File: src/rtl/bcd_pkg.sv
// Shared types and constants for the round-robin binary-to-BCD conversion scheduler.
package bcd_pkg;

  localparam int unsigned BIN_W  = 8;
  localparam int unsigned BCD_W  = 12;
  localparam int unsigned N_ITER = 8;

  typedef enum logic [1:0] {
    StIdle,
    StShift,
    StDone
  } state_e;

  // Double-dabble correction: every digit >= 5 gets +3 before the next left shift.
  function automatic logic [BCD_W-1:0] add3_digits(input logic [BCD_W-1:0] d);
    logic [BCD_W-1:0] r;
    r = d;
    for (int i = 0; i < int'(BCD_W / 4); i++) begin
      if (d[4*i +: 4] >= 4'd5) begin
        r[4*i +: 4] = d[4*i +: 4] + 4'd3;
      end
    end
    return r;
  endfunction

endpackage

File: src/rtl/bcd_sched_if.sv
// Requester-side bus of the BCD scheduler: level requests in, one-hot acks and result out.
interface bcd_sched_if
  import bcd_pkg::*;
#(
  parameter int unsigned N_REQ = 4,
  parameter int unsigned ID_W  = 2
);

  logic [N_REQ-1:0]       req;
  logic [BIN_W*N_REQ-1:0] din;
  logic [N_REQ-1:0]       ack;
  logic [BCD_W-1:0]       bcd_out;
  logic                   bcd_valid;
  logic [ID_W-1:0]        bcd_id;
  logic                   busy;

  modport slave (
    input  req,
    input  din,
    output ack,
    output bcd_out,
    output bcd_valid,
    output bcd_id,
    output busy
  );

  modport master (
    output req,
    output din,
    input  ack,
    input  bcd_out,
    input  bcd_valid,
    input  bcd_id,
    input  busy
  );

endinterface

File: src/rtl/bcd_core.sv
// Shift-add-3 converter: loads bin on start, runs N_ITER iterations, flags the last one with done.
module bcd_core
  import bcd_pkg::*;
(
  input  logic             clk,
  input  logic             rst,
  input  logic             start,
  input  logic [BIN_W-1:0] bin,
  output logic             done,
  output logic [BCD_W-1:0] bcd
);

  localparam logic [3:0] CntLast = 4'(N_ITER - 1);

  // {digits, operand} shifted together; the operand MSB feeds the units LSB.
  logic [BCD_W+BIN_W-1:0] sh_q, sh_d;
  logic [3:0]             cnt_q;
  logic                   active_q;

  always_comb begin
    sh_d = {add3_digits(sh_q[BIN_W +: BCD_W]), sh_q[BIN_W-1:0]} << 1;
  end

  always_ff @(posedge clk or posedge rst) begin
    if (rst) begin
      sh_q     <= '0;
      cnt_q    <= '0;
      active_q <= 1'b0;
    end else if (start) begin
      sh_q     <= {{BCD_W{1'b0}}, bin};
      cnt_q    <= '0;
      active_q <= 1'b1;
    end else if (active_q) begin
      sh_q <= sh_d;
      if (cnt_q == CntLast) begin
        cnt_q    <= '0;
        active_q <= 1'b0;
      end else begin
        cnt_q <= cnt_q + 4'd1;
      end
    end
  end

  // High during the final iteration so the scheduler leaves SHIFT on that edge.
  assign done = active_q && (cnt_q == CntLast);
  assign bcd  = sh_q[BIN_W +: BCD_W];

endmodule

File: src/rtl/bcd_sched.sv
// Round-robin arbiter plus IDLE/SHIFT/DONE FSM sharing one bcd_core among N_REQ requesters.
module bcd_sched
  import bcd_pkg::*;
#(
  parameter int unsigned N_REQ = 4,
  parameter int unsigned ID_W  = $clog2(N_REQ)
) (
  input logic            clk,
  input logic            rst,
  bcd_sched_if.slave     bus
);

  state_e           state_q;
  logic [ID_W-1:0]  id_q;
  logic [ID_W-1:0]  last_id_q;
  logic [N_REQ-1:0] ack_q;
  logic             valid_q;
  logic [BCD_W-1:0] bcd_q;
  logic [ID_W-1:0]  bcd_id_q;

  logic [N_REQ-1:0]   req_eff;
  logic [2*N_REQ-1:0] req_dbl;
  logic [N_REQ-1:0]   req_rot;
  logic [ID_W:0]      rot_amt;
  int unsigned        pos;
  logic               grant_vld;
  logic [ID_W-1:0]    grant_idx;
  logic [BIN_W-1:0]   grant_bin;
  logic               start;
  logic               core_done;
  logic [BCD_W-1:0]   core_bcd;

  // The lane acked in this cycle still shows its old req; it may only be granted after it reacts.
  assign req_eff = bus.req & ~ack_q;
  assign req_dbl = {req_eff, req_eff};
  // last_id+1 reaching N_REQ shifts by a full width, which is the same as no rotation.
  assign rot_amt = {1'b0, last_id_q} + 1'b1;
  assign req_rot = N_REQ'(req_dbl >> rot_amt);

  always_comb begin
    grant_vld = 1'b0;
    grant_idx = '0;
    pos       = 0;
    for (int j = 0; j < int'(N_REQ); j++) begin
      if (!grant_vld && req_rot[j]) begin
        grant_vld = 1'b1;
        pos       = 32'(last_id_q) + unsigned'(j) + 1;
        grant_idx = ID_W'(pos % N_REQ);
      end
    end
  end

  always_comb begin
    grant_bin = '0;
    for (int i = 0; i < int'(N_REQ); i++) begin
      if (grant_idx == ID_W'(i)) begin
        grant_bin = bus.din[BIN_W*i +: BIN_W];
      end
    end
  end

  // The core captures the operand on the grant edge itself; din is ignored afterwards.
  assign start = (state_q == StIdle) && grant_vld;

  bcd_core u_core (
    .clk   (clk),
    .rst   (rst),
    .start (start),
    .bin   (grant_bin),
    .done  (core_done),
    .bcd   (core_bcd)
  );

  always_ff @(posedge clk or posedge rst) begin
    if (rst) begin
      state_q   <= StIdle;
      id_q      <= '0;
      last_id_q <= ID_W'(N_REQ - 1);
      ack_q     <= '0;
      valid_q   <= 1'b0;
      bcd_q     <= '0;
      bcd_id_q  <= '0;
    end else begin
      ack_q   <= '0;
      valid_q <= 1'b0;
      unique case (state_q)
        StIdle: begin
          if (grant_vld) begin
            id_q    <= grant_idx;
            state_q <= StShift;
          end
        end
        StShift: begin
          if (core_done) begin
            state_q <= StDone;
          end
        end
        StDone: begin
          ack_q     <= N_REQ'(1) << id_q;
          valid_q   <= 1'b1;
          bcd_q     <= core_bcd;
          bcd_id_q  <= id_q;
          last_id_q <= id_q;
          state_q   <= StIdle;
        end
        default: state_q <= StIdle;
      endcase
    end
  end

  assign bus.ack       = ack_q;
  assign bus.bcd_valid = valid_q;
  assign bus.bcd_out   = bcd_q;
  assign bus.bcd_id    = bcd_id_q;
  assign bus.busy      = (state_q != StIdle);

endmodule

File: src/flat_wrapper.sv
// flat-port wrapper written by rule: the top's interface ports become plain ports
module bcd_sched_flat import bcd_pkg::*;
#(
  parameter int unsigned N_REQ = 4,
  parameter int unsigned ID_W  = $clog2(N_REQ)
)
  (clk, rst, bus_req, bus_din, bus_ack, bus_bcd_out, bus_bcd_valid, bus_bcd_id, bus_busy);
  bcd_sched_if #(.N_REQ(N_REQ), .ID_W(ID_W)) bus_i ();
  input logic clk;
  input logic rst;
  input wire logic [$bits(bus_i.req)-1:0] bus_req;
  input wire logic [$bits(bus_i.din)-1:0] bus_din;
  output wire logic [$bits(bus_i.ack)-1:0] bus_ack;
  output wire logic [$bits(bus_i.bcd_out)-1:0] bus_bcd_out;
  output wire logic [$bits(bus_i.bcd_valid)-1:0] bus_bcd_valid;
  output wire logic [$bits(bus_i.bcd_id)-1:0] bus_bcd_id;
  output wire logic [$bits(bus_i.busy)-1:0] bus_busy;
  assign bus_i.req = bus_req;
  assign bus_i.din = bus_din;
  assign bus_ack = bus_i.ack;
  assign bus_bcd_out = bus_i.bcd_out;
  assign bus_bcd_valid = bus_i.bcd_valid;
  assign bus_bcd_id = bus_i.bcd_id;
  assign bus_busy = bus_i.busy;
  bcd_sched #(.N_REQ(N_REQ), .ID_W(ID_W)) u_core (.clk(clk), .rst(rst), .bus(bus_i));
endmodule
File: config.mk
export PLATFORM = sky130hd
export DESIGN_NAME = bcd_sched_flat
export DESIGN_NICKNAME = d
export VERILOG_FILES = /design/src/rtl/bcd_pkg.sv /design/src/rtl/bcd_sched_if.sv /design/src/rtl/bcd_core.sv /design/src/rtl/bcd_sched.sv /design/src/flat_wrapper.sv
export SDC_FILE = /design/constraint.sdc
export NUM_CORES = 1
export LEC_CHECK = 0
export ABC_AREA = 1
export CAP_MARGIN = 40
export CORE_MARGIN = 3
export CORE_UTILIZATION = 57
export CTS_BUF_LIST = sky130_fd_sc_hd__clkbuf_8
export DETAILED_ROUTE_END_ITERATION = 16
export GPL_TIMING_DRIVEN = 0
export MAX_ROUTING_LAYER = met4
export PLACE_DENSITY = 0.84
export SLEW_MARGIN = 10
export SYNTH_ARGS = -nofsm -noshare
export SYNTH_HDL_FRONTEND = slang
export SYNTH_SLANG_ARGS = --single-unit
File: constraint.sdc
create_clock -name clk -period 3.31 [get_ports clk]
set_input_delay 0.4965 -clock clk [delete_from_list [all_inputs] [get_ports clk]]
set_output_delay 0.4965 -clock clk [all_outputs]
set_load 0.005 [all_outputs]
* Word-level counts from Yosys, hierarchy flattened
Cells that the tools add are included.
** Cells by class
- $add $sub $neg :: 11
- $lt $le $gt $ge :: 3
- Equal/unequal tests :: 8
- Shift operators :: 2
- Multiplexer cells :: 28
- Bitwise logic cells :: 2
- Reductions and logical operators :: 14
** Operators with widths (count)
- 20-bit 2-to-1 mux :: 2
- 8-bit 2-to-1 mux :: 4
- 4-bit 2-to-1 mux :: 6
- 4-bit by 3-bit greater-or-equal comparator with 1-bit output (second input constant) :: 3
- 2-bit 2-to-1 mux :: 6
- 2-bit by 1-bit adder with 2-bit output (second input constant) :: 4
- 4-bit by 2-bit adder with 4-bit output (second input constant) :: 2
- 1-bit 2-to-1 mux :: 8
- 8-bit by 3-bit >> shifter with 4-bit output :: 1
- 2-bit == test (second input constant) :: 3
- 1-bit logical AND :: 5
- 2-bit adder (second input constant) :: 2
- 4-bit by 1-bit adder with 4-bit output (second input constant) :: 1
- 4-bit AND :: 1
- 2-bit by 1-bit == test with 1-bit output (second input constant) :: 2
- 4-bit by 3-bit == test with 1-bit output (second input constant) :: 1
- 2-bit logical NOT :: 2
- 2-bit by 1-bit != test with 1-bit output (second input constant) :: 2
- 4-bit inverter :: 1
- 2-bit case mux with 2 select lines :: 1
- 2-bit AND reduction :: 2
- 2-bit nonzero test :: 2
- 1-bit by 2-bit << shifter with 4-bit output (first input constant) :: 1
- 2-bit by 1-bit adder with 3-bit output (second input constant) :: 1
- other kinds (3) :: 5
** Storage, ports and cells
- Register bits after elaboration :: 50
- Bits of input ports :: 38
- Output and inout bits :: 20

* Logic depth before layout (Yosys ltp)
Gate-level depths: netlist of the first run.
- Depth after elaboration :: 19
- Gate-level depth with buffers :: 17
- Gate-level depth less buffers :: 16

* Hierarchy
A second synthesis of the first run with hierarchy kept.
** Second synthesis, totals
- Cells, all modules :: 374
- Area total of the unflattened synthesis :: 2989.1 sq um
** By module, submodules not included
- bcd_sched :: times used 1, cells an instance 202, area each 1610.3 sq um, seq. area each 628.1 sq um
- bcd_core :: times used 1, cells an instance 172, area each 1378.8 sq um, seq. area each 625.6 sq um

* Least setup slack after synthesis of the first run
OpenSTA, ideal clock, no wires.
- Path kind :: reg2reg
- From :: register u_core.last_id_q[0]
- To :: register u_core.u_core.sh_q[0]
- Setup time :: 0.117 ns
- Arrival time :: 1.755 ns
- Data required time :: 3.193 ns
- Setup slack :: 1.438 ns
- Stages on the path, launching flop included :: 15
- Path buffers :: 2
- Period minus slack after synthesis :: 1.872 ns
- Path through :: dfstp_2 buf_6 inv_6 nand3_4 nand3_2 nand2_4 nand2_1 nor2_1 nand3_1 nand2_2 buf_6 nand2_4 or2_0 nand3_1 nand2_1
** On the way
- Word-level cells in the longest chain between the ends :: 18
- Elaborated cells on any way between the ends :: 33
- Those cells by class :: add/sub: 7; eq/ne: 3; shift: 1; mux: 13; reduce/logical: 9
** Ends and longest elaborated chain
- from (decl) :: line bcd_sched.sv:15 : logic [ID_W-1:0] last_id_q;
- from (signal assigned) :: line bcd_sched.sv:78 : last_id_q <= ID_W'(N_REQ - 1);
- from (signal assigned) :: line bcd_sched.sv:103 : last_id_q <= id_q;
- 2-bit by 1-bit adder with 3-bit output :: line bcd_sched.sv:37 : assign rot_amt = {1'b0, last_id_q} + 1'b1;
- 8-bit by 3-bit >> shifter with 4-bit output :: line bcd_sched.sv:38 : assign req_rot = N_REQ'(req_dbl >> rot_amt);
- 1-bit 2-to-1 mux :: line bcd_sched.sv:45 : if (!grant_vld && req_rot[j]) begin
- 1-bit logical NOT :: line bcd_sched.sv:45
- 1-bit logical AND :: line bcd_sched.sv:45
- 1-bit 2-to-1 mux :: line bcd_sched.sv:45
- 1-bit logical NOT :: line bcd_sched.sv:45
- 1-bit logical AND :: line bcd_sched.sv:45
- 1-bit 2-to-1 mux :: line bcd_sched.sv:45
- 1-bit logical NOT :: line bcd_sched.sv:45
- 1-bit logical AND :: line bcd_sched.sv:45
- 2-bit 2-to-1 mux :: line bcd_sched.sv:45
- 2-bit logical NOT :: line bcd_sched.sv:56 : if (grant_idx == ID_W'(i)) begin
- 8-bit 2-to-1 mux (4 in a row) :: line bcd_sched.sv:56
- 20-bit 2-to-1 mux :: line bcd_core.sv:29 : end else if (start) begin
- to (signal assigned) :: line bcd_core.sv:30 : sh_q <= {{BCD_W{1'b0}}, bin};
- to (decl) :: line bcd_core.sv:16 : logic [BCD_W+BIN_W-1:0] sh_q, sh_d;
Several ways; a longest one is shown, not always the timed one.
A chain may end at the register's enable or synchronous reset.

* Worst setup path after layout of the first run
- From :: input bus_req[3]
- To :: register u_core.u_core.sh_q[7]
** On the way
- Word-level cells in the longest chain between the ends :: 18
- Elaborated cells on any way between the ends :: 27
- Those cells by class :: eq/ne: 3; shift: 1; mux: 13; bitwise: 1; reduce/logical: 9
** Ends and longest elaborated chain
- from (decl) :: line flat_wrapper.sv:11 : input wire logic [$bits(bus_i.req)-1:0] bus_req;
- 4-bit AND (*) :: line bcd_sched.sv:34 : assign req_eff = bus.req & ~ack_q;
- 8-bit by 3-bit >> shifter with 4-bit output (*) :: line bcd_sched.sv:38
- 1-bit 2-to-1 mux :: line bcd_sched.sv:45
- 1-bit logical NOT :: line bcd_sched.sv:45
- 1-bit logical AND :: line bcd_sched.sv:45
- 1-bit 2-to-1 mux :: line bcd_sched.sv:45
- 1-bit logical NOT :: line bcd_sched.sv:45
- 1-bit logical AND :: line bcd_sched.sv:45
- 1-bit 2-to-1 mux :: line bcd_sched.sv:45
- 1-bit logical NOT :: line bcd_sched.sv:45
- 1-bit logical AND :: line bcd_sched.sv:45
- 2-bit 2-to-1 mux :: line bcd_sched.sv:45
- 2-bit logical NOT :: line bcd_sched.sv:56
- 8-bit 2-to-1 mux (4 in a row) :: line bcd_sched.sv:56
- 20-bit 2-to-1 mux :: line bcd_core.sv:29
Every way passes the cells marked *; elsewhere a longest branch is shown, timed or not.

==> flow_summary.json, run 1 <==
{
  "outcome": "completed",
  "drc": 0,
  "insertion_delay_ns": 0.30,
  "fin_skew_ns": 0.00800,
  "hpwl_mm": 4.74,
  "wl_per_cell_um": 12.8,
  "final_common_cell": "nand2_1",
  "num_rows": 25,
  "hold_class": "in -> async",
  "p_int_w": 0.00202,
  "slew_headroom": 0.654,
  "cp.arrival_ns": 2.37,
  "clk_pin_slew_ns": 0.09,
  "place.gp.congestion": 0.874,
  "p_comb_frac": 0.634,
  "coreArea_um2": 4790,
  "cts-root-buf": "clkbuf_8",
  "yosysTopAreaCellShare": 0.420,
  "wl_met1_mm": 2.68,
  "clock_sinks": 50,
  "worst-path-buf-inv": 1,
  "drt_iter0_drc": 129,
  "holdBufCountCts": 0,
  "rsz0062_at_grt": "false",
  "period_share": 0.660,
  "timing.rr.start": "u_core.last_id_q[0]",
  "fin_crit_ns": 2.18,
  "ff2ff_setup_slack_ns": 1.21,
  "fp.dieW_um": 76.8,
  "grt_pass1_wl_mm": 10.5,
  "ys_warn_count": 0,
  "synth_area_leader_cell": "dfrtp_1",
  "grt.total_usage": 0.221,
  "final_nets": 449,
  "top_layer": "met4",
  "synth.avg_cell_area_um2": 8.44,
  "syn-instance-count": 339,
  "most-common-layout-cells": "73 x nand2_1, 57 x clkdlybuf4s50_1, 48 x dfrtp_1, 34 x o21ai_0, 32 x nand3_1",
  "ant_nets": 0,
  "cts_buffer_depth": 2,
  "cts_made_buffers": 5,
  "first_pass_iters": 4,
  "yosysSeqAreaShare": 0.438,
  "avgViaCountPerCell": 5.37,
  "totalWireLength_mm": 6.04,
  "power.density_nw_per_um2": 1050,
  "cts_setup_buffers": 0,
  "drv_cap": 0,
  "path_class": "in -> reg",
  "wl_met2_mm": 3.04,
  "antennaDiodeCount": 0,
  "fin_setup_tns_ns": 0,
  "reg2regPathDepth": 12,
  "cts_tree": "done",
  "synth_area_leaders": "dfrtp_1 42%, nand2_1 9.6%, o21ai_0 5.9%",
  "pwr-share-clk": 0.095,
  "slowest_stage": "clkdlybuf4s50_1",
  "cts_resized": 0,
  "p_sw_frac": 0.467,
  "ys_seq_elements": 50,
  "ys_types": 38,
  "path_cells": "clkdlybuf4s50_1 -> nand3_1 -> nand3_2 -> nand2_4 -> nand4_1 -> nand2_1 -> nor2_1 -> nor2_4 -> nand2_1 -> nand3_1 -> nor2_1 -> a21oi_2",
  "setup_viol": 0,
  "tightestPinTransition_ns": 0.520,
  "syn_area_um2": 2860,
  "critPathLaunchType": "primary input",
  "fmax_ghz": 0.458,
  "finalHoldViolations": 0,
  "mappedNetlistNets": 384,
  "wl_met3_um": 242,
  "switchingPower_w": 0.00177,
  "r2r_end": "u_core.u_core.sh_q[7]",
  "via_count": 2534,
  "io_buffers": 57,
  "grt.overflow.total": 0,
  "cp-end-kind": "flop",
  "grt_pass1_vias": 2432,
  "cts.htree.levels": 2,
  "final_core_util": 0.758,
  "slew_viol_final": 0,
  "p_seq_frac": 0.271,
  "grt_max_degree": 36,
  "ir_drop_mv": 0.538,
  "critPathMaxFanout": 7,
  "dieArea_um2": 5900,
  "start_util": 0.598,
  "cp_slowest_stage_delay_ns": 0.55,
  "critical_path.top_delay_family": "simple AND/OR/NAND/NOR gates",
  "drive_gt1_frac": 0.133,
  "cp.required_ns": 3.49,
  "p_leak_nw": 1.64,
  "die_h_um": 76.8,
  "p_total_w": 0.00380,
  "antenna_found_initial": 0,
  "syn_to_final_growth_pct": 26.9,
  "io_pins": 58
}
-- cells by family after synthesis --
logic type	after synthesis	share of synthesized area
multiplexers	4	0.0140
buffers and inverters	47	0.0735
AO/OA/AOI/OAI	62	0.125
AND/OR/NAND/NOR	164	0.303
adder cells (fa/ha/maj)	7	0.0306
flip-flops	50	0.438
XOR/XNOR	5	0.0153
-- power groups by stage --
stage                     Sequential, W  Clock [W]  Combinational, W
after global placement          0.00103          0           0.00233
after global routing            0.00106   0.000396           0.00269
after floorplan                 0.00102          0           0.00177
after detailed placement        0.00104          0           0.00241
after CTS                       0.00103   0.000371           0.00242
final                           0.00103   0.000362           0.00240
-- synth_stat cells, drive strengths merged --
master / instances
nand2: 82
dfrtp: 48
nand3: 44
o21ai: 38
inv: 34
nor2: 25
a21oi: 12
nand4: 8
ha: 7
buf: 6
clkbuf: 5
mux2i: 4
o22a: 4
or2: 4
xor2: 4
o2111ai: 3
clkinv: 2
dfstp: 2
o211ai: 2
a211oi: 1
and3: 1
o31ai: 1
o32ai: 1
xnor2: 1
-- through the flow --
step | area, um2 | setup WS, ns | hold slack (ns) | cells
CTS | 3630 | 1.15 | 0.480 | 472
detailed placement | 3530 | 0.825 | 0.473 | 464
floorplan | 2860 | 1.44 | 0.449 | 339
finish | 3630 | 1.13 | 0.474 | 472
global placement | 3510 | 0.758 | 0.466 | 463
global route | 3630 | 1.00 | 0.494 | 472
-- worst max-delay path by stage --
stage | start | end | slack (ns) | depth (start not counted)
final | bus_req[3] | u_core.u_core.sh_q[7] | 1.13 | 12
after global routing | bus_req[3] | u_core.u_core.sh_q[2] | 1.00 | 9
after CTS | bus_req[3] | u_core.u_core.sh_q[9] | 1.15 | 11
after detailed placement | bus_req[3] | u_core.u_core.sh_q[7] | 0.82 | 12
after global placement | rst | u_core.u_core.sh_q[5] | 0.76 | 2
after floorplan | u_core.last_id_q[0] | u_core.u_core.sh_q[0] | 1.44 | 14
-- metal layers --
metal  up-vias  GRT usage
li1       1262          -
met1      1202      0.273
met2        60      0.373
met3        10     0.0376
met4         0     0.0616
met5         -          -
-- registers in the layout (all words and copies together) (netlist names) --
| name | count |
|---|---|
| u_core.u_core.active_q | 1 |
| u_core.u_core.sh_q | 20 |
| u_core.last_id_q | 2 |
| u_core.bus.bcd_out | 12 |
| u_core.state_q | 2 |
| u_core.bus.bcd_id | 2 |
| u_core.id_q | 2 |
| u_core.bus.ack | 4 |
| u_core.bus.bcd_valid | 1 |
| u_core.u_core.cnt_q | 4 |
-- area by class of cell --
cell class	instances	area [um2]
multi-input cells	242	1400
flip-flops and latches	50	1250
fillers	369	1160
repair buffers	58	591
inverters	36	143
well taps	67	83.8
clock buffers	6	82.6
plain buffers	11	67.6
clock inverters	2	12.5
Power figures use the tool's default switching activity.
==> run 2: changes to the inputs <==
--- a/config.mk
+++ b/config.mk
@@ -8,12 +8,12 @@
 export ABC_AREA = 1
 export CAP_MARGIN = 40
 export CORE_MARGIN = 3
-export CORE_UTILIZATION = 57
+export CORE_UTILIZATION = 48
 export CTS_BUF_LIST = sky130_fd_sc_hd__clkbuf_8
 export DETAILED_ROUTE_END_ITERATION = 16
 export GPL_TIMING_DRIVEN = 0
 export MAX_ROUTING_LAYER = met4
-export PLACE_DENSITY = 0.84
+export PLACE_DENSITY = 0.75
 export SLEW_MARGIN = 10
 export SYNTH_ARGS = -nofsm -noshare
 export SYNTH_HDL_FRONTEND = slang
==> constraint.sdc (replaced) <==
create_clock -name clk -period 1.83 [get_ports clk]
set_input_delay 0.2745 -clock clk [delete_from_list [all_inputs] [get_ports clk]]
set_output_delay 0.2745 -clock clk [all_outputs]
set_load 0.005 [all_outputs]
==> flow_summary.json, run 2 (same netlist as run 1, synthesis figures left out) <==
{
  "clk_pin_slew_ns": 0.09,
  "grt_max_degree": 28,
  "setup_viol": 14,
  "cp-end-kind": "flop",
  "io_buffers": 57,
  "most-common-layout-cells": "64 x nand2_1, 57 x clkdlybuf4s50_1, 48 x dfrtp_1, 28 x inv_1, 25 x o21ai_0",
  "slew_headroom": 0.606,
  "hold_class": "in -> async",
  "fill_cells": 420,
  "multi_input_comb_area_um2": 1630,
  "coreArea_um2": 5640,
  "final_nets": 469,
  "grt_pass1_vias": 2441,
  "first_pass_iters": 4,
  "fin_skew_ns": 0.00978,
  "largest_reg_flops": 20,
  "syn_to_final_growth_pct": 43.7,
  "drt_iter0_drc": 100,
  "stdcell_area_um2": 4110,
  "dpl_worst_slack_ns": -0.433,
  "critPathMaxFanout": 8,
  "drc": 0,
  "tightestPinTransition_ns": 0.591,
  "outcome": "finished with violations",
  "grt.total_usage": 0.201,
  "reg2regPathDepth": 14,
  "totalWireLength_mm": 7.12,
  "seq_area_um2": 1250,
  "slew_viol_final": 0,
  "rsz0062_at_grt": "true",
  "ff2ff_setup_slack_ns": -0.28,
  "io_pins": 58,
  "fp.dieW_um": 83.2,
  "cp.required_ns": 2.02,
  "dieArea_um2": 6920,
  "avgViaCountPerCell": 5.41,
  "ant_nets": 0,
  "path_class": "reg -> reg",
  "die_h_um": 83.2,
  "critPathLaunchType": "flop",
  "grt.overflow.total": 0,
  "drv_cap": 0,
  "dp.cells": 469,
  "num_rows": 27,
  "cts_buffer_depth": 2,
  "drive_gt1_frac": 0.252,
  "cp.arrival_ns": 2.30,
  "p_leak_nw": 1.84,
  "place.gp.congestion": 0.831,
  "cts_made_buffers": 5,
  "grt_pass1_wl_mm": 11.3,
  "holdBufCountCts": 0,
  "ir_drop_mv": 1.05,
  "fmax_ghz": 0.474,
  "violations": "negative setup slack",
  "final_common_cell": "nand2_1",
  "start_util": 0.507,
  "power.density_nw_per_um2": 2090,
  "via_count": 2687,
  "fin_crit_ns": 2.11,
  "cts.htree.levels": 2,
  "cts_tree": "done",
  "antenna_found_initial": 0,
  "finalWorstSetupSlack_ns": -0.280,
  "wl_per_cell_um": 14.3,
  "finalHoldViolations": 0,
  "insertion_delay_ns": 0.30,
  "hpwl_mm": 4.82,
  "period_share": 1.15,
  "cts-root-buf": "clkbuf_8",
  "antennaDiodeCount": 0,
  "placed_area_um2": 3550,
  "largest_register": "u_core.u_core.sh_q",
  "fin_cells": 497,
  "clock_sinks": 50
}
run 2: path summary, 6_finish.rpt:
path,startpoint,end
worst max register to register,u_core.last_id_q[0],u_core.u_core.sh_q[0]
max in group asynchronous,rst,u_core.u_core.sh_q[3]
min in group clk,u_core.bus.bcd_out[7],u_core.bus.bcd_out[7]
worst min register to register,u_core.bus.bcd_out[7],u_core.bus.bcd_out[7]
worst min-delay path,rst,u_core.bus.bcd_out[7]
worst max-delay path,u_core.last_id_q[0],u_core.u_core.sh_q[0]
run 2: repair_timing:
item                                    4_1_cts  5_1_grt
hold endpoints to repair                      0        0
endpoints found under the setup margin       26       40
resized for setup                            54       27
buffers inserted                             12        6
pin swaps                                    10       13
gates cloned                                  2        0
run 2: where the power goes:
part | internal (W) | switching (W)
clock | 0.000298 | 0.000348
combinational | 0.00280 | 0.00325
sequential | 0.00160 | 0.000282
run 2: through the flow:
stage	hold slack, ns	util	power [W]	TNS [ns]
after global placement	0.464	0.625	0.00613	-33.48
final	0.311	0.728	0.00858	-1.96
after CTS	0.325	0.695	0.00784	-1.37
after floorplan	0.449	-	0.00508	-0.0412
after detailed placement	0.469	0.629	0.00627	-9.24
after global routing	0.356	0.728	0.00928	-3.76
run 2: routing by layer:
layer / global-route usage / wire [um]
met4: 0.0535 / 95
met1: 0.260 / 3160
met5: - / 0
met2: 0.333 / 3570
met3: 0.0268 / 293
run 2: critical path: stages, from the launching register on:
cell and delay (ns):
dfstp_2 0.55, buf_12 0.15, inv_12 0.05, nand3_4 0.09, nand3_4 0.11, nand2_8 0.11, nand2_2 0.05, nor2_1 0.10
nand3_1 0.11, nand2_2 0.13, buf_6 0.15, nand2_4 0.06, or2_1 0.22, nand3_2 0.08, nand2_1 0.06
run 2: area by class of cell:
| cell class | count | share of cell area |
|---|---|---|
| multi-input cells | 242 | 0.396 |
| clock inverters | 2 | 0.00183 |
| plain buffers | 11 | 0.0231 |
| inverters | 36 | 0.0396 |
| well taps | 72 | 0.0219 |
| clock buffers | 6 | 0.0201 |
| repair buffers | 78 | 0.193 |
| flip-flops and latches | 50 | 0.305 |
==> run 3: changes to the inputs <==
--- a/config.mk
+++ b/config.mk
@@ -5,15 +5,14 @@
 export SDC_FILE = /design/constraint.sdc
 export NUM_CORES = 1
 export LEC_CHECK = 0
-export ABC_AREA = 1
 export CAP_MARGIN = 40
 export CORE_MARGIN = 3
-export CORE_UTILIZATION = 48
+export CORE_UTILIZATION = 40
 export CTS_BUF_LIST = sky130_fd_sc_hd__clkbuf_8
 export DETAILED_ROUTE_END_ITERATION = 16
 export GPL_TIMING_DRIVEN = 0
 export MAX_ROUTING_LAYER = met4
-export PLACE_DENSITY = 0.75
+export PLACE_DENSITY = 0.65
 export SLEW_MARGIN = 10
 export SYNTH_ARGS = -nofsm -noshare
 export SYNTH_HDL_FRONTEND = slang
==> flow_summary.json, run 3 <==
{
  "outcome": "finished with violations",
  "violations": "negative setup slack",
  "hold_class": "in -> async",
  "synth_area_leaders": "dfrtp_1 46%, nand2_1 7.3%, mux2i_1 4.9%",
  "first_pass_iters": 4,
  "power.density_nw_per_um2": 1380,
  "cp_slowest_stage_delay_ns": 0.58,
  "rsz0062_at_grt": "true",
  "finalHoldViolations": 0,
  "io_pins": 58,
  "setup_viol": 8,
  "path_cells": "nor4b_2 -> a311o_1 -> a211oi_4 -> buf_12 -> mux2_4 -> o2bb2ai_1",
  "async_flop_share": 1.00,
  "synth_area_leader_cell": "dfrtp_1",
  "fin_cells": 424,
  "ant_nets": 0,
  "drt_iter0_drc": 111,
  "cp.required_ns": 2.02,
  "synth_ff_type": "dfrtp_1",
  "critPathMaxFanout": 8,
  "period_share": 1.04,
  "grt_pass1_wl_mm": 10.3,
  "fin_setup_tns_ns": -0.490,
  "cts.htree.levels": 2,
  "ys_seq_elements": 50,
  "p_seq_frac": 0.362,
  "ys_warn_count": 0,
  "grt.total_usage": 0.177,
  "ir_drop_mv": 0.657,
  "final_core_util": 0.592,
  "drv_cap": 0,
  "grt.overflow.total": 0,
  "grt_max_degree": 29,
  "ff2ff_setup_slack_ns": -0.08,
  "num_rows": 28,
  "final_nets": 393,
  "cts_made_buffers": 5,
  "via_count": 2258,
  "p_leak_nw": 1.67,
  "drc": 0,
  "synth_most_common_cell": "nand2_1",
  "switchingPower_w": 0.00176,
  "tightestPinTransition_ns": 0.519,
  "cts_buffer_depth": 2,
  "dp.cells": 407,
  "insertion_delay_ns": 0.30,
  "syn_to_final_growth_pct": 38.1,
  "path_class": "reg -> reg",
  "die_h_um": 87.1,
  "p_comb_frac": 0.449,
  "slew_viol_final": 0,
  "coreArea_um2": 6130,
  "fin_crit_ns": 1.91,
  "stdcell_area_um2": 3630,
  "fill_cells": 532,
  "totalWireLength_mm": 6.21,
  "final_common_cell": "clkdlybuf4s50_1",
  "synth_edf_count": 0,
  "placed_area_um2": 3330,
  "cts_tree": "done",
  "antenna_found_initial": 0,
  "syn_area_um2": 2630,
  "wl_per_cell_um": 14.7,
  "fin_skew_ns": 0.00708,
  "synth.avg_cell_area_um2": 9.60,
  "place.gp.congestion": 0.773,
  "cp.arrival_ns": 2.10,
  "ys_types": 46,
  "slowest_stage": "dfstp_2",
  "clk_pin_slew_ns": 0.09,
  "antennaDiodeCount": 0,
  "clock_sinks": 50,
  "grt_pass1_vias": 2098,
  "largest_reg_flops": 20,
  "dpl_worst_slack_ns": -0.758,
  "critPathLaunchType": "flop",
  "pwr-share-clk": 0.188,
  "p_sw_frac": 0.351,
  "yosysTopAreaCellShare": 0.457,
  "yosysSeqAreaShare": 0.477,
  "drive_gt1_frac": 0.155,
  "timing.rr.start": "u_core.last_id_q[1]",
  "io_buffers": 57,
  "cts-root-buf": "clkbuf_8",
  "syn-instance-count": 274,
  "cp-startpoint": "u_core.last_id_q[1]",
  "finalWorstSetupSlack_ns": -0.0815,
  "slew_headroom": 0.653,
  "synth_common_cells": "51 x nand2_1, 48 x dfrtp_1, 17 x nor2_1, 17 x o21ai_0",
  "most-common-layout-cells": "56 x clkdlybuf4s50_1, 51 x nand2_1, 48 x dfrtp_1, 17 x o21ai_0, 16 x nor2_1",
  "cp-end-kind": "flop",
  "largest_register": "u_core.u_core.sh_q",
  "mappedNetlistNets": 319,
  "fmax_ghz": 0.523,
  "p_int_w": 0.00326,
  "start_util": 0.429,
  "fp.dieW_um": 87.1,
  "hpwl_mm": 4.59,
  "avgViaCountPerCell": 5.33,
  "dieArea_um2": 7580
}
[run 3: changes by cell type after synthesis, sizes merged, moves of 7 or more]
cell    change
nand3      -37
nand2      -31
inv        -24
o21ai      -21
mux2i       +9
nand2b      +9
mux2        +8
nor2        -8
nand4       -7
nor2b       +7
[run 3: layer usage]
layer | wire length [um] | global-route usage
met5 | 0 | -
met4 | 80 | 0.0567
met3 | 267 | 0.0265
met2 | 2990 | 0.268
met1 | 2880 | 0.244
[run 3: final timing paths]
check	to	depth (start not counted)
max	u_core.u_core.sh_q[2]	6
min	u_core.bus.bcd_out[10]	2
max reg2reg	u_core.u_core.sh_q[2]	6
min reg2reg	u_core.bus.bcd_id[0]	2
max in group asynchronous	u_core.last_id_q[1]	3
min in group clk	u_core.bus.bcd_id[0]	2
[run 3: cells by family (layout without fill, tap and decap cells)]
| kind of cell | Yosys count | in the layout | share of synthesized area |
|---|---|---|---|
| multiplexers | 21 | 21 | 0.0837 |
| flip-flops | 50 | 50 | 0.477 |
| XOR/XNOR | 5 | 5 | 0.0167 |
| AND/OR/NAND/NOR | 103 | 103 | 0.183 |
| adder cells (fa/ha/maj) | 7 | 7 | 0.0333 |
| buffers and inverters | 23 | 98 | 0.0347 |
| AO/OA/AOI/OAI | 65 | 65 | 0.172 |
[run 3: what timing repair did]
item	CTS	global route
hold buffers	0	0
setup buffers	8	2
pin swaps	3	5
resized for setup	14	11
endpoints found under the setup margin	25	23
[run 3: power groups by stage]
| stage | combinational [W] | sequential (W) | clock, W |
|---|---|---|---|
| after global placement | 0.00204 | 0.00182 | 0 |
| after global routing | 0.00253 | 0.00188 | 0.00102 |
| final | 0.00226 | 0.00182 | 0.000947 |
| after detailed placement | 0.00209 | 0.00184 | 0 |
| after floorplan | 0.00145 | 0.00177 | 0 |
| after CTS | 0.00225 | 0.00181 | 0.000968 |
[run 3: area by class of cell]
class | count | area [um2] | area share
timing repair buffer | 68 | 684 | 0.188
multi-input combinational | 201 | 1360 | 0.375
clock buffer | 6 | 82.6 | 0.0227
clock inverter | 2 | 60.1 | 0.0165
buffer | 12 | 56.3 | 0.0155
inverter | 10 | 37.5 | 0.0103
sequential | 50 | 1250 | 0.345
tap | 75 | 93.8 | 0.0258
[run 3: through the flow]
stage / total power, W / hold WS (ns)
floorplan: 0.00323 / 0.461
global placement: 0.00387 / 0.459
detailed placement: 0.00393 / 0.465
CTS: 0.00504 / 0.327
global route: 0.00543 / 0.336
finish: 0.00503 / 0.314
[run 3: critical path, delay by kind of cell (launching register included)]
| family | cells | cell delay, ns |
|---|---|---|
| buf+inv | 1 | 0.17 |
| simple gates | 1 | 0.06 |
| compound gates | 3 | 0.69 |
| flops | 1 | 0.58 |
| mux | 1 | 0.30 |
